**src/rtl/boid_pkg.sv**
```systemverilog
// Shared types and constants for the boid update accelerator controller.
package boid_pkg;

    typedef enum logic [2:0] {
        ST_IDLE  = 3'd0,
        ST_LOAD  = 3'd1,
        ST_ITR   = 3'd2,
        ST_DRAIN = 3'd3,
        ST_WB    = 3'd4,
        ST_DONE  = 3'd5
    } state_t;

    localparam int WB_CYCLES = 7;
    localparam int READ_LAT  = 1;
    localparam int WB_CNT_W  = 3;

    // Thermometer code with bits [k:0] set.
    function automatic logic [WB_CYCLES-1:0] therm(input logic [WB_CNT_W-1:0] k);
        logic [WB_CYCLES-1:0] t;
        t = '0;
        for (int b = 0; b < WB_CYCLES; b++) begin
            t[b] = (k >= WB_CNT_W'(b));
        end
        return t;
    endfunction

endpackage

```
**src/rtl/xcel_wb_shift.sv**
```systemverilog
// Write-back sequencer: thermometer enables across the write-back window
// and a flag marking its final cycle.
module xcel_wb_shift
    import boid_pkg::*;
(
    input  logic                 clk,
    input  logic                 reset,
    input  logic                 en,
    output logic [WB_CYCLES-1:0] wb_en,
    output logic                 last
);

    logic [WB_CNT_W-1:0] k_q;

    // Counter sits at zero whenever the window is closed, so each window starts at k=0.
    always_ff @(posedge clk or negedge reset) begin
        if (!reset) begin
            k_q <= '0;
        end else if (en && !last) begin
            k_q <= k_q + 1'b1;
        end else begin
            k_q <= '0;
        end
    end

    assign last  = en && (k_q == WB_CNT_W'(WB_CYCLES - 1));
    assign wb_en = en ? therm(k_q) : '0;

endmodule

```
**src/rtl/boid_xcel_ctrl.sv**
```systemverilog
// Frame controller for the boid accelerator: per target boid it loads the
// target, streams every neighbour through the datapath, then writes back.
module boid_xcel_ctrl
    import boid_pkg::*;
#(
    parameter int N_BOIDS = 32,
    parameter int ADDR_W  = 8
) (
    input  logic                 clk,
    input  logic                 reset,
    input  logic                 start,
    output logic                 busy,
    output logic                 done,
    output logic [ADDR_W-1:0]    rd_addr,
    output logic                 wr_en,
    output logic [ADDR_W-1:0]    wr_addr,
    output logic [31:0]          wr_x,
    output logic [31:0]          wr_y,
    output logic [31:0]          wr_vx,
    output logic [31:0]          wr_vy,
    input  logic [31:0]          x_out_xcel,
    input  logic [31:0]          y_out_xcel,
    input  logic [31:0]          vx_out_xcel,
    input  logic [31:0]          vy_out_xcel,
    output logic                 r_en_tot,
    output logic                 r_en_itr,
    output logic [WB_CYCLES-1:0] wb_en,
    output logic [2:0]           state_dbg
);

    // start/busy/done: start is sampled only in IDLE (one cycle is enough);
    // busy stays high from the cycle after acceptance through the last
    // write-back, and done pulses for one cycle with busy low.

    localparam logic [ADDR_W-1:0] LAST_IDX = ADDR_W'(N_BOIDS - 1);

    state_t            state_q, state_d;
    logic [ADDR_W-1:0] i_q, j_q, rd_hold_q;
    logic              wb_last;

    always_ff @(posedge clk or negedge reset) begin
        if (!reset) begin
            state_q <= ST_IDLE;
        end else begin
            state_q <= state_d;
        end
    end

    always_ff @(posedge clk or negedge reset) begin
        if (!reset) begin
            i_q       <= '0;
            j_q       <= '0;
            rd_hold_q <= '0;
        end else begin
            if (state_q == ST_IDLE && start) begin
                i_q <= '0;
            end else if (wb_last && i_q != LAST_IDX) begin
                i_q <= i_q + 1'b1;
            end
            if (state_q == ST_LOAD) begin
                j_q <= '0;
            end else if (state_q == ST_ITR) begin
                j_q <= j_q + 1'b1;
            end
            rd_hold_q <= rd_addr;
        end
    end

    always_comb begin
        state_d = state_q;
        case (state_q)
            ST_IDLE:  if (start) state_d = ST_LOAD;
            ST_LOAD:  state_d = ST_ITR;
            ST_ITR:   if (j_q == LAST_IDX) state_d = ST_DRAIN;
            ST_DRAIN: state_d = ST_WB;
            ST_WB:    if (wb_last) state_d = (i_q == LAST_IDX) ? ST_DONE : ST_LOAD;
            ST_DONE:  state_d = ST_IDLE;
            default:  state_d = ST_IDLE;
        endcase
    end

    // Data arriving in an ITR cycle belongs to the address issued one cycle earlier (j-1).
    always_comb begin
        busy     = 1'b0;
        done     = 1'b0;
        rd_addr  = rd_hold_q;
        wr_en    = 1'b0;
        wr_addr  = '0;
        r_en_tot = 1'b0;
        r_en_itr = 1'b0;
        case (state_q)
            ST_LOAD: begin
                busy    = 1'b1;
                rd_addr = i_q;
            end
            ST_ITR: begin
                busy     = 1'b1;
                rd_addr  = j_q;
                r_en_tot = (j_q == '0);
                r_en_itr = (j_q != '0) && ((j_q - ADDR_W'(1)) != i_q);
            end
            ST_DRAIN: begin
                busy     = 1'b1;
                r_en_itr = (LAST_IDX != i_q);
            end
            ST_WB: begin
                busy    = 1'b1;
                wr_en   = wb_last;
                wr_addr = wb_last ? i_q : '0;
            end
            ST_DONE: begin
                done = 1'b1;
            end
            default: ;
        endcase
    end

    xcel_wb_shift u_wb_shift (
        .clk   (clk),
        .reset (reset),
        .en    (state_q == ST_WB),
        .wb_en (wb_en),
        .last  (wb_last)
    );

    assign wr_x      = x_out_xcel;
    assign wr_y      = y_out_xcel;
    assign wr_vx     = vx_out_xcel;
    assign wr_vy     = vy_out_xcel;
    assign state_dbg = state_q;

endmodule

```
**config.mk**
```make
export PLATFORM = sky130hd
export DESIGN_NAME = boid_xcel_ctrl
export DESIGN_NICKNAME = d
export VERILOG_FILES = /design/src/rtl/boid_pkg.sv /design/src/rtl/xcel_wb_shift.sv /design/src/rtl/boid_xcel_ctrl.sv
export SDC_FILE = /design/constraint.sdc
export NUM_CORES = 1
export LEC_CHECK = 0
export BUFFER_PORTS_ARGS = -buffer_cell sky130_fd_sc_hd__buf_2
export CAP_MARGIN = 20
export CELL_PAD_IN_SITES_DETAIL_PLACEMENT = 1
export CELL_PAD_IN_SITES_GLOBAL_PLACEMENT = 1
export CORE_UTILIZATION = 23
export CTS_CLUSTER_SIZE = 8
export DETAILED_ROUTE_END_ITERATION = 10
export PLACE_DENSITY_LB_ADDON = 0.1
export SLEW_MARGIN = 20
export SYNTH_ARGS = -nofsm -noshare
export SYNTH_HDL_FRONTEND = slang
export SYNTH_SLANG_ARGS = --single-unit
```
**constraint.sdc**
```tcl
create_clock -name clk -period 2 [get_ports clk]
set_input_delay 0.1 -clock clk [delete_from_list [all_inputs] [get_ports clk]]
set_output_delay 0.1 -clock clk [all_outputs]
set_load 0.01 [all_outputs]
```
==> implementation parameters, run 1 <==
Parameter                              Value

Layout
  Post-route cell area    between 2000 and 3000 um2
  Area occupied by registers    between 700 and 800 um2
  Layout overhead on the synthesized area    -8.26%
  Area of combinational cells with multiple inputs    1130 um2
  Fill cell count    around 1,400
  Number of non-filler instances in the completed layout    440
  Count of antenna diodes in the layout    0
  Share of final-layout standard cells stronger than drive strength 1    32.7%
  Number of nets in the final layout    410
  Final Core Density    21.8%

Clock tree
  CTS tree    yes
  Insertion delay of the later-clocked pin in the worst-skew pair    0.27 ns
  Clock-pin slew of the registers on the worst-case setup and hold paths    0.05 ns
  Root buf cell    sky130_fd_sc_hd__clkbuf_16
  Num CTS Buffers    5
  Largest buffer count on any clock path    2
  Depth of the CTS H-tree    2
  Number of clock sinks    30

Timing
  Final Slew Violations    0
  Max-slew headroom    about half
  Final hold violation count    0
  RSZ-0062 raised after global routing    true
  Maximum clock frequency    0.504 GHz
  Setup violations, final    0
  Minimum period implied by the final worst setup slack    1.99 ns
  Setup skew after layout    0.00474 ns
  Period Utilization, post-route    99.3%
  Actual slew at the worst max-slew pin    0.757 ns

Synth
  Nets in the synthesized netlist    487
  Largest area contributor in the synthesized netlist    sky130_fd_sc_hd__buf_4
  Area fraction of the dominant cell type after synthesis    33.9%
  Synth area leaders    sky130_fd_sc_hd__buf_4, sky130_fd_sc_hd__dfrtp_1, sky130_fd_sc_hd__nor2_1
  Most instantiated cells after synthesis    sky130_fd_sc_hd__buf_4, sky130_fd_sc_hd__nor2_1, sky130_fd_sc_hd__dfrtp_1
  Mean area per synthesized cell    8.24 um2
  Cells after synthesis    349
  Post-synthesis sequential area ratio    about a quarter
  Most common cell in the netlist    sky130_fd_sc_hd__buf_4
  Synth Flop Type    sky130_fd_sc_hd__dfrtp_1
  Synth Register Bits    30
  Proportion of synthesized flip-flops having asynchronous set or reset    100%
  Number of warnings issued by yosys    0
  Post-synth EDFFs    0
  Post-synthesis instance area    2880 um2
  Count of cell types in the netlist    43

Detailed routing
  Detail Route Antenna Nets    0
  Routed length on met1    3310 um
  Drt wl/cell    ~16 um
  Routed wl met2    3250 um
  First-pass iteration count of the detailed router    4
  Total Routed Length    7200 um
  Violation count after the first detailed-routing iteration    25
  Via-to-Cell Ratio    4.25
  Met3 WL    364 um
  Highest metal layer with signal wires    met4
  # DRC    0
  Via count    1,870

Global routing
  Maximum number of pins on one net before global-route repair    31
  Global-route total usage across every layer    11.4%
  Via count of the first global-routing pass    1,991
  Global-route wire length before repair    11,300 um
  Total global routing overflow    0
  Initial antenna violation count    0

Floorplan
  Initial Utilization    23.8%
  Core footprint    about 12,000 um2
  Die Outline Area    13,000 um2
  Vertical extent of the die    about 110 um
  I/O Pins    just under 300
  Die W    114 um
  Row count    40

Place
  Placed Cells    428
  Cell area after placement    2370 um2
  Post-DP HPWL    5290 um
  Port Buffer Count    33
  Routability-driven placement congestion ratio    0.735

Worst setup path
  Critical path class    reg -> out
  Stage delay of the slowest cell on the critical path    0.44 ns
  Ordered cell list for the critical path    nor3_2 > buf_4 > xnor2_1 > nand4_1 > nor4_2 > a21oi_2 > buf_2
  Cell with the largest stage delay on the worst path    sky130_fd_sc_hd__dfrtp_2
  Highest fanout seen on the critical path    7
  Setup crit start kind    flip-flop
  Critical path capture point type    primary output
  Arrival time of data at the critical path endpoint    around 1.9 ns
  CP Data Required Time    1.90 ns

Power and ir drop
  Total power per unit cell area    1060 nW/um2
  Power Internal    1710 uW
  Switching power of the nets    1080 uW
  Portion of total power attributed to combinational logic    48.0%
  Leakage power    0.00126 uW
  Sw Ratio    between 30% and 40%
  Flop pwr share    26.6%
  Clock Power Share    between 20% and 30%
  IR Drop Worst-Case VDD    roughly 0.45 mV

Job
  Number of maximum-capacitance constraint violations    0

Outcome
  Status    finished clean

Min path
  Worst min-delay path class    in -> out
## flip-flops by register name (all words and copies together), names as in the netlist
name	cells
u_wb_shift.k_q	3
j_q	8
i_q	8
state_dbg	3
rd_hold_q	8
## metrics by stage
step	setup TNS, ns	total power, uW	setup WS [ns]	hold WS (ns)
detailed placement	0	1980	0.166	0.200
floorplan	0	1730	0.157	-0.196
global route	-0.0858	2990	-0.0858	0.200
finish	0	2790	0.0142	0.200
CTS	-0.0210	2750	-0.0210	0.200
global placement	0	2000	0.151	0.200
## critical path, delay by kind of cell (launching register included)
family / cells / cell delay [ns]
and+or+nand+nor: 3 / 0.65
AOI/OAI and AO/OA: 1 / 0.09
xor gates and xnor gates: 1 / 0.12
buffers and inverters: 2 / 0.31
DFF: 1 / 0.44
## power by group through the flow
stage,logic (uW),registers [uW],clock network (uW)
floorplan,978,751,0
global placement,1250,749,0
detailed placement,1230,752,0
CTS,1270,745,735
global route,1480,753,759
finish,1340,743,709
## final timing paths
kind                           endpoint  cells past startpoint  slack (ns)            start
min in group asynchronous  rd_hold_q[5]                      2        0.44            reset
max                            r_en_itr                      7        0.01           j_q[2]
max reg2reg                state_dbg[2]                      7        0.25           j_q[0]
max in group asynchronous        i_q[6]                      2        1.03            reset
min                           wr_vx[14]                      0        0.20  vx_out_xcel[14]
min reg2reg                rd_hold_q[2]                      2        0.47     rd_hold_q[2]
## cell families after synthesis
family          Yosys count  synth area share (%)
xor+xnor                 16                  4.87
buf+inv                 154                  37.7
fa+ha+maj                 7                  3.04
flops                    30                  26.1
simple gates            103                  18.1
mux                       4                  1.39
compound gates           35                  8.83
## timing repair
| action | 4_1_cts | 5_1_grt |
|---|---|---|
| buffers inserted | 0 | 4 |
| hold buffers | 1 | 0 |
| gates resized for setup | 12 | 13 |
| pin swaps | 2 | 4 |
| setup endpoints to repair | 8 | 14 |
| hold endpoints to repair | 30 | 0 |
## cells in the final DEF, fill, tap and decap left out, types with 3 or more instances in the layout
cell                        instances
sky130_fd_sc_hd__buf_2             33
sky130_fd_sc_hd__nor2_1            29
sky130_fd_sc_hd__dfrtp_1           26
sky130_fd_sc_hd__nand2_1           25
sky130_fd_sc_hd__buf_4             25
sky130_fd_sc_hd__o21ai_0            9
sky130_fd_sc_hd__inv_1              8
sky130_fd_sc_hd__xor2_1             8
sky130_fd_sc_hd__nand3_1            8
sky130_fd_sc_hd__and2_1             7
sky130_fd_sc_hd__xnor2_1            6
sky130_fd_sc_hd__ha_1               6
sky130_fd_sc_hd__a22oi_1            5
sky130_fd_sc_hd__nor3_1             5
sky130_fd_sc_hd__nand4_1            5
sky130_fd_sc_hd__clkbuf_16          5
sky130_fd_sc_hd__a211oi_1           4
sky130_fd_sc_hd__mux2i_1            4
sky130_fd_sc_hd__dfrtp_2            4
sky130_fd_sc_hd__nor2b_1            3
sky130_fd_sc_hd__a21oi_1            3
sky130_fd_sc_hd__a221o_1            3
## layout make-up
| type | count | area share (%) |
|---|---|---|
| multi-input cells | 165 | 43.0 |
| flip-flops and latches | 30 | 28.6 |
| repair buffers | 60 | 13.9 |
| well taps | 168 | 7.97 |
| clock buffers | 7 | 5.03 |
| inverters | 10 | 1.42 |
## routing by layer
layer / vias to the layer above / global-route usage [%]
met5: - / 0
met4: 0 / 6.58
met3: 41 / 2.44
met2: 59 / 17.4
met1: 912 / 15.0
li1: 858 / -
Note: power is estimated with default switching activity, not from simulation.
==> run 2: changes to the inputs <==
--- a/config.mk
+++ b/config.mk
@@ -5,6 +5,7 @@
 export SDC_FILE = /design/constraint.sdc
 export NUM_CORES = 1
 export LEC_CHECK = 0
+export ABC_AREA = 1
 export BUFFER_PORTS_ARGS = -buffer_cell sky130_fd_sc_hd__buf_2
 export CAP_MARGIN = 20
 export CELL_PAD_IN_SITES_DETAIL_PLACEMENT = 1
==> run 2 against run 1 <==
Compared with the run above:
- utilization fell by 0.87 points
- synthesized cell count rose by 13%
- global-route usage rose by 0.83 points
- cell count rose by 9.1%
- sequential share of layout area rose by 0.97 points
==> implementation parameters, run 2 <==
Parameter                              Value

Synth
  Share of the synthesized netlist area taken by xor and xnor gates    2.72%
  Most instantiated cells after synthesis    sky130_fd_sc_hd__buf_4, sky130_fd_sc_hd__nand2_1, sky130_fd_sc_hd__inv_1
  Main combinational cell family by area after synthesis    buffers and inverters
  Count of cell types in the netlist    31
  Synthesized-area fraction occupied by and/or/nand/nor cells    20.3%
  Most common cell in the netlist    sky130_fd_sc_hd__buf_4
  Nets in the synthesized netlist    roughly 530
  Cells after synthesis    393
  Number of warnings issued by yosys    0
  Largest area contributor in the synthesized netlist    sky130_fd_sc_hd__buf_4
  Mean area per synthesized cell    7.39 um2
  Post-synthesis sequential area ratio    approximately a quarter
  Synth Flop Type    sky130_fd_sc_hd__dfrtp_1
  Adder and majority gate portion of the synthesized area    under 10%
  Post-synth EDFFs    0
  Mux cell area share after synthesis    0%
  Synth Register Bits    30
  Proportion of synthesized flip-flops having asynchronous set or reset    100%
  Synthesized-area fraction occupied by ao, oa, aoi and oai cells    8.06%
  Area fraction of the dominant cell type after synthesis    33.4%
  Synth area leaders    sky130_fd_sc_hd__buf_4, sky130_fd_sc_hd__dfrtp_1, sky130_fd_sc_hd__nand2_1
  Post-synthesis instance area    2900 um2

Timing
  Minimum period implied by the final worst setup slack    approximately 1.9 ns
  Setup violations, final    0
  Final Hold Slack    0.200 ns
  RSZ-0062 raised after global routing    true
  Final hold violation count    0
  Final Slew Violations    0
  Actual slew at the worst max-slew pin    0.758 ns
  Setup skew after layout    0.00543 ns
  Maximum clock frequency    around 0.53 GHz
  Period Utilization, post-route    95.2%
  Max-slew headroom    between 40 and 50%

Clock tree
  Number of clock sinks    30
  Insertion delay of the later-clocked pin in the worst-skew pair    0.27 ns
  Depth of the CTS H-tree    2
  Largest buffer count on any clock path    2
  CTS tree    yes
  Clock-pin slew of the registers on the worst-case setup and hold paths    0.05 ns
  Root buf cell    sky130_fd_sc_hd__clkbuf_16
  Num CTS Buffers    5

Global routing
  Total global routing overflow    0
  Initial antenna violation count    0
  Maximum number of pins on one net before global-route repair    31
  Global-route total usage across every layer    12.3%
  Global-route wire length before repair    12,200 um
  Via count of the first global-routing pass    ~2,200

Floorplan
  Row count    40
  Die Outline Area    13,100 um2
  I/O Pins    290
  Core footprint    12,200 um2
  Vertical extent of the die    114 um
  Die W    114 um
  Initial Utilization    23.9%

Layout
  Share of final-layout standard cells stronger than drive strength 1    24.0%
  Fill cell count    about 1,500
  Layout overhead on the synthesized area    -12.4%
  Count of antenna diodes in the layout    0
  Number of nets in the final layout    450
  Leading cell type in the layout, fill and taps excluded    sky130_fd_sc_hd__nand2_1
  Highest-count cells in the layout ignoring fill and taps    sky130_fd_sc_hd__nand2_1, sky130_fd_sc_hd__buf_2, sky130_fd_sc_hd__inv_1, sky130_fd_sc_hd__nor2_1, sky130_fd_sc_hd__dfrtp_1
  Registers with the highest flip-flop counts    i_q: 8 flops, j_q: 8 flops, rd_hold_q: 8 flops

Power and ir drop
  Total power per unit cell area    1120 nW/um2
  IR Drop Worst-Case VDD    0.325 mV
  Post-layout total power    2850 uW
  Switching power of the nets    1220 uW
  Sw Ratio    43.0%
  Flop pwr share    28.2%
  Portion of total power attributed to combinational logic    46.3%
  Leakage power    0.00123 uW
  Power Internal    around 1600 uW
  Clock Power Share    about a quarter

Worst setup path
  Critical path class    reg -> out
  R2R setup slack    0.37 ns
  CP Data Required Time    1.90 ns
  Highest fanout seen on the critical path    4
  Arrival time of data at the critical path endpoint    approximately 1.8 ns
  Launch point of the worst path    j_q[1]
  Origin of the critical flop-to-flop path    state_dbg[2]
  Setup crit start kind    flip-flop
  Critical path capture point type    primary output

Detailed routing
  First-pass iteration count of the detailed router    4
  Violation count after the first detailed-routing iteration    between 70 and 80
  Drt wl/cell    16.1 um
  Detail Route Antenna Nets    0
  Via-to-Cell Ratio    4.26
  # DRC    0
  Via count    2,043
  Total Routed Length    7740 um

Min path
  Source of the worst hold timing path    vx_out_xcel[0]
  Worst min-delay path class    in -> out

Place
  Routability-driven placement congestion ratio    0.691
  Port Buffer Count    33
  Post-DP HPWL    around 6100 um

Job
  Number of maximum-capacitance constraint violations    0

Outcome
  Status    finished clean
[run 2: cell count changes after synthesis, sizes merged, moves of 8 or more]
cell | previous run | this run
nand3 | 8 | 18
and2 | 9 | 0
o221ai | 0 | 8
inv | 10 | 43
o21ai | 11 | 20
nand2 | 26 | 59
[run 2: per-layer routing]
layer	GRT usage [%]	part of all wire (%)	vias up
met5	0	0	-
met4	4.50	1.8	0
met1	15.5	44	978
met2	20.3	49	71
met3	2.91	5.8	33
li1	-	-	961
[run 2: worst paths after layout]
check / endpoint / cells past startpoint
min in group asynchronous: j_q[3] / 2
max reg2reg: state_dbg[2] / 9
max: r_en_itr / 12
max in group asynchronous: state_dbg[2] / 2
min: wr_vx[0] / 0
min reg2reg: rd_hold_q[3] / 2
[run 2: final cells by class]
type | instances | area, um2 | area share [%]
clock buffer | 7 | 133 | 5.21
multi-input combinational | 185 | 1020 | 40.0
sequential | 30 | 753 | 29.6
inverter | 44 | 165 | 6.49
tap | 168 | 210 | 8.26
timing repair buffer | 46 | 265 | 10.4
[run 2: logic make-up after synthesis]
family / after synthesis
buffers and inverters: 178
AND/OR/NAND/NOR: 131
AO/OA/AOI/OAI: 38
flip-flops: 30
XOR/XNOR: 9
adder cells (fa/ha/maj): 7
[run 2: stage by stage]
step	setup TNS, ns	util, %	cells	area [um2]	setup WS [ns]
2_1_floorplan	0	-	393	2900	0.504
3_3_place_gp	0	19.3	468	2340	0.256
3_5_place_dp	0	19.3	468	2340	0.213
4_1_cts	0	20.6	476	2500	0.00148
5_1_grt	-0.0269	20.9	480	2540	-0.0269
6_report	0	20.9	480	2540	0.0968
[run 2: timing repair]
item | in CTS | in global routing
cloned | 0 | 0
resized for setup | 4 | 5
hold buffers | 1 | 0
pin swaps | 0 | 1
endpoints found under the hold margin | 30 | 0
endpoints found under the setup margin | 1 | 9
buffers inserted | 0 | 4
[run 2: worst max-delay path: stages, from the launching register on]
cell and delay, ns:
sky130_fd_sc_hd__dfrtp_1 0.42, sky130_fd_sc_hd__inv_2 0.11, sky130_fd_sc_hd__ha_4 0.15, sky130_fd_sc_hd__nand2_1 0.09, sky130_fd_sc_hd__nor2_2 0.12, sky130_fd_sc_hd__nand3_1 0.08
sky130_fd_sc_hd__nand2_1 0.07, sky130_fd_sc_hd__nand3_1 0.08, sky130_fd_sc_hd__nor2_1 0.09, sky130_fd_sc_hd__nand2_1 0.05, sky130_fd_sc_hd__nand2_1 0.07, sky130_fd_sc_hd__nand2_1 0.06
sky130_fd_sc_hd__buf_2 0.13
[run 2: power groups by stage]
stage / sequential (uW) / combinational, uW / clock (uW)
after CTS: 805 / 1300 / 755
after floorplan: 799 / 1020 / 0
final: 805 / 1320 / 725
after global routing: 820 / 1500 / 778
after detailed placement: 812 / 1270 / 0
after global placement: 812 / 1300 / 0
